[src/rtl/io_bus_master.sv]
// Register-port bus initiator: one command in flight, one-hot slave
// enable, ready wait with timeout, error response for bad addresses.
module io_bus_master #(
   parameter int DATA_WIDTH     = 32,
   parameter int NUM_SLAVES     = 4,
   parameter int ADDR_WIDTH     = 4,
   parameter int TIMEOUT_CYCLES = 16
) (
   input  logic                  clk_in,
   input  logic                  rst_in,
   input  logic                  cmd_valid,
   output logic                  cmd_ready,
   input  logic                  cmd_write,
   input  logic [ADDR_WIDTH-1:0] cmd_addr,
   input  logic [DATA_WIDTH-1:0] cmd_wdata,
   output logic                  rsp_valid,
   input  logic                  rsp_ready,
   output logic [DATA_WIDTH-1:0] rsp_rdata,
   output logic                  rsp_error,
   output logic [NUM_SLAVES-1:0] bus_enable,
   output logic                  bus_write,
   output logic [DATA_WIDTH-1:0] bus_wdata,
   input  logic                  bus_ready,
   input  logic [DATA_WIDTH-1:0] bus_rdata
);

   typedef enum logic [1:0] {
      S_IDLE,
      S_ACCESS,
      S_RESP
   } state_t;

   localparam int CW = $clog2(TIMEOUT_CYCLES + 1);
   localparam logic [CW-1:0] LAST = CW'(TIMEOUT_CYCLES - 1);

   state_t                r_state;
   logic [CW-1:0]         r_cnt;
   logic                  w_ready;
   logic                  w_bad;
   logic [NUM_SLAVES-1:0] w_onehot;

   // A floating or unknown ready line never counts as ready
   assign w_ready  = (bus_ready === 1'b1);
   assign w_bad    = 32'(cmd_addr) >= 32'(NUM_SLAVES);
   assign w_onehot = NUM_SLAVES'(1) << cmd_addr;

   always_ff @(posedge clk_in) begin
      if (rst_in) begin
         r_state    <= S_IDLE;
         r_cnt      <= '0;
         cmd_ready  <= 1'b1;
         rsp_valid  <= 1'b0;
         rsp_error  <= 1'b0;
         rsp_rdata  <= '0;
         bus_enable <= '0;
         bus_write  <= 1'b0;
         bus_wdata  <= '0;
      end else begin
         unique case (r_state)
            S_IDLE: begin
               if (cmd_valid) begin
                  cmd_ready <= 1'b0;
                  if (w_bad) begin
                     rsp_error <= 1'b1;
                     rsp_rdata <= '0;
                     rsp_valid <= 1'b1;
                     r_state   <= S_RESP;
                  end else begin
                     bus_enable <= w_onehot;
                     bus_write  <= cmd_write;
                     bus_wdata  <= cmd_wdata;
                     r_cnt      <= '0;
                     r_state    <= S_ACCESS;
                  end
               end
            end
            S_ACCESS: begin
               // Ready is tested first so it wins on the expiry cycle
               if (w_ready) begin
                  rsp_rdata  <= bus_rdata;
                  rsp_error  <= 1'b0;
                  rsp_valid  <= 1'b1;
                  bus_enable <= '0;
                  bus_write  <= 1'b0;
                  bus_wdata  <= '0;
                  r_state    <= S_RESP;
               end else if (r_cnt == LAST) begin
                  rsp_rdata  <= '0;
                  rsp_error  <= 1'b1;
                  rsp_valid  <= 1'b1;
                  bus_enable <= '0;
                  bus_write  <= 1'b0;
                  bus_wdata  <= '0;
                  r_state    <= S_RESP;
               end else begin
                  r_cnt <= r_cnt + 1'b1;
               end
            end
            S_RESP: begin
               if (rsp_ready) begin
                  rsp_valid <= 1'b0;
                  cmd_ready <= 1'b1;
                  r_state   <= S_IDLE;
               end
            end
            default: begin
               r_state <= S_IDLE;
            end
         endcase
      end
   end

endmodule
[config.mk]
export PLATFORM = sky130hd
export DESIGN_NAME = io_bus_master
export DESIGN_NICKNAME = d
export VERILOG_FILES = /design/src/rtl/io_bus_master.sv
export SDC_FILE = /design/constraint.sdc
export NUM_CORES = 1
export LEC_CHECK = 0
export CORE_ASPECT_RATIO = 1.75
export CORE_MARGIN = 8
export CORE_UTILIZATION = 35
export DETAILED_ROUTE_END_ITERATION = 10
export GPL_ROUTABILITY_DRIVEN = 0
export PLACE_DENSITY = 0.76
export SLEW_MARGIN = 20
export SYNTH_ARGS = -nofsm -noshare
export SYNTH_HDL_FRONTEND = slang
export SYNTH_SLANG_ARGS = --single-unit
[constraint.sdc]
create_clock -name clk_in -period 1.9 [get_ports clk_in]
set_input_delay 0.38 -clock clk_in [delete_from_list [all_inputs] [get_ports clk_in]]
set_output_delay 0.38 -clock clk_in [all_outputs]
set_load 0.02 [all_outputs]
==> impl_metrics.json <==
{
  "dieArea_mm2": 0.0111,
  "critPathSlowestCell": "or3b_4",
  "drive_gt1_share_pct": 12.1,
  "vdd_drop_max_mv": 0.671,
  "timing.critical_path.mode_cell": "ha_4",
  "grt_pass1_vias": 2731,
  "grt_overflow_total": 0,
  "final_cell_mix": "clkdlybuf4s50_1 (144), dfxtp_1 (77), nor2_1 (37), a22o_1 (34), a22oi_1 (34)",
  "wl_per_cell_um": 16.3,
  "leakagePower_nw": 1.80,
  "slew_headroom_pct": 71.7,
  "postSynthAreaPerCell_um2": 10.6,
  "yosys.area.top_type": "dfxtp_1",
  "nets": 491,
  "wl_um": 8290,
  "synth_area_leaders": "dfxtp_1 (57%), a22o_1 (11%), a22oi_1 (9.5%)",
  "dpl-instance-area_mm2": 0.00443,
  "period_needed_ns": 1.90,
  "fin_area_mm2": 0.00479,
  "status": "finished with violations",
  "syn_to_final_growth_pct": 73.6,
  "ios": 146,
  "netlist_instances": 260,
  "crit_required_ns": 2.11,
  "combPwrFrac_pct": 11.6,
  "drt_iter0_drc": 85,
  "synth-main-ff-cell": "dfxtp_1",
  "p_clk_share_pct": 45.4,
  "synth_cell_types": 32,
  "cts_tree": "yes",
  "diodes": 0,
  "critPathMaxFanout": 3,
  "synth_edf_count": 0,
  "finalHoldViolations": 0,
  "regToRegSetupSlack_ns": -0.003,
  "ys_warn_count": 0,
  "ys_ff_latch": 79,
  "grt_max_degree": 42,
  "worstPathCellList": "ha_4 -> and3_4 -> ha_4 -> or3b_4 -> a21o_1 -> nor2b_4 -> mux2_4",
  "switching_share_pct": 21.4,
  "drv_cap": 0,
  "cts_buffers": 9,
  "crit_buf_inv": 0,
  "vias": 2573,
  "die_h_um": 133,
  "first_pass_iters": 4,
  "fmax_mhz": 525,
  "die_w_um": 83.1,
  "async_reset_ff_share_pct": 0,
  "hold_path_class": "primary input to register",
  "ys_seq_area_share_pct": 57.4,
  "grt_usage_pct": 14.7,
  "violations": "negative setup slack",
  "max_stage_delay_ns": 0.37,
  "rsz0062_at_grt": "true",
  "synth_top_area_share_pct": 57.4,
  "slew_violations": 0,
  "hpwl_um": 6280,
  "clk_pin_slew_ns": 0.06,
  "rows": 43,
  "power.share.sequential_pct": 43.0,
  "start_util_pct": 35.3,
  "layout_commonest_cell": "clkdlybuf4s50_1",
  "cp-end-kind": "register",
  "syn_area_mm2": 0.00276,
  "antenna_found_initial": 0,
  "ant_nets": 0,
  "synth_nets": 336,
  "cts_sinks": 79,
  "io_buffers": 145,
  "power.switching_mw": 0.860,
  "cts_hold_buf": 0,
  "fin_ws_ns": -0.00309,
  "worstMarginPinSlew_ns": 0.424,
  "clock_path_buffers": 2,
  "setup_viol": 1,
  "cp.arrival_ns": 2.11,
  "whs_ns": 0.387,
  "finalClockSkew_ns": 0.00796,
  "power_density_mw_per_mm2": 838,
  "route.detailed.drc": 0,
  "fin_crit_sh_pct": 100,
  "criticalPathCategory": "register to register",
  "h-tree-depth": 3,
  "grt_pass1_wl_um": 13600,
  "crit_path_start_kind": "register",
  "clk_root_buffer_cell": "clkbuf_16",
  "coreArea_mm2": 0.00780,
  "viasPerCell": 5.05,
  "clkLatencyLatePin_ns": 0.33,
  "critPathTopFamily": "simple AND/OR/NAND/NOR gates",
  "fillers": 684,
  "internal_power_mw": 3.15
}
==> flip-flops by register name, indices dropped and copies added, names as in the netlist, 2 cells and up <==
signal / count
bus_wdata: 32
rsp_rdata: 32
r_cnt: 5
bus_enable: 4
r_state: 2
==> path summary, 6_finish.rpt <==
| path | from | end | cells past startpoint |
|---|---|---|---|
| worst max-delay path | r_cnt[1] | r_cnt[0] | 7 |
| worst min-delay path | rst_in | r_cnt[3] | 2 |
| worst max register to register | r_cnt[1] | r_cnt[0] | 7 |
| worst min register to register | rsp_rdata[16] | rsp_rdata[16] | 1 |
==> Yosys cell counts (3+ instances only) <==
master     n
dfxtp_1   79
nand3b_1   5
a211oi_1   3
buf_6      4
inv_1      5
nor2_1    37
nor2b_1    3
nand2_1    4
o21ai_0    5
a22oi_1   35
a21oi_1    6
clkbuf_1  11
a22o_1    34
buf_2      4
==> cell families (layout without fill, tap and decap cells) <==
family | Yosys count | count (layout) | synth area share, %
muxes | 2 | 2 | 0.817
and+or+nand+nor | 63 | 63 | 11.1
buffers and inverters | 24 | 184 | 4.54
adders and majority gates | 2 | 2 | 0.907
AOI/OAI and AO/OA | 90 | 90 | 25.3
DFF | 79 | 79 | 57.4
==> final cells by class <==
type,instances,area (um2),share of cell area [%]
clock inverter,5,81.3,1.70
clock buffer,11,243,5.07
multi-input combinational,157,1120,23.3
inverter,5,18.8,0.392
timing repair buffer,163,1630,34.1
sequential,79,1580,33.1
tap,90,113,2.35
==> layer usage <==
metal | wire [um] | track usage (%) | up-vias
met4 | 148 | 6.19 | 0
met2 | 4330 | 26.2 | 107
met5 | 0 | 0 | -
met1 | 3120 | 14.2 | 1188
li1 | - | - | 1268
met3 | 689 | 6.66 | 10
==> per-stage QoR <==
step	setup slack, ns	utilization (%)	setup TNS (ns)	power, mW	instances
after detailed placement	-0.280	56.7	-12.07	2.23	492
after global placement	-0.229	56.7	-10.04	2.22	492
after floorplan	-0.0297	-	-0.892	1.94	260
final	-0.00309	61.4	-0.00309	4.01	510
after CTS	-0.0341	61.2	-0.0478	4.06	510
after global routing	-0.0415	61.4	-0.106	4.17	510
==> power groups by stage <==
stage / combinational, mW / clock [mW] / sequential [mW]
floorplan: 0.140 / 0 / 1.80
global placement: 0.462 / 0 / 1.76
detailed placement: 0.466 / 0 / 1.76
CTS: 0.470 / 1.86 / 1.72
global route: 0.502 / 1.94 / 1.73
finish: 0.467 / 1.82 / 1.72
==> timing repair <==
item                                    in CTS  in global routing
pin swaps                                    4                  1
gates resized for setup                      2                  3
endpoints found under the setup margin      35                 40
setup buffers                                2                  0
Power figures use the tool's default switching activity.
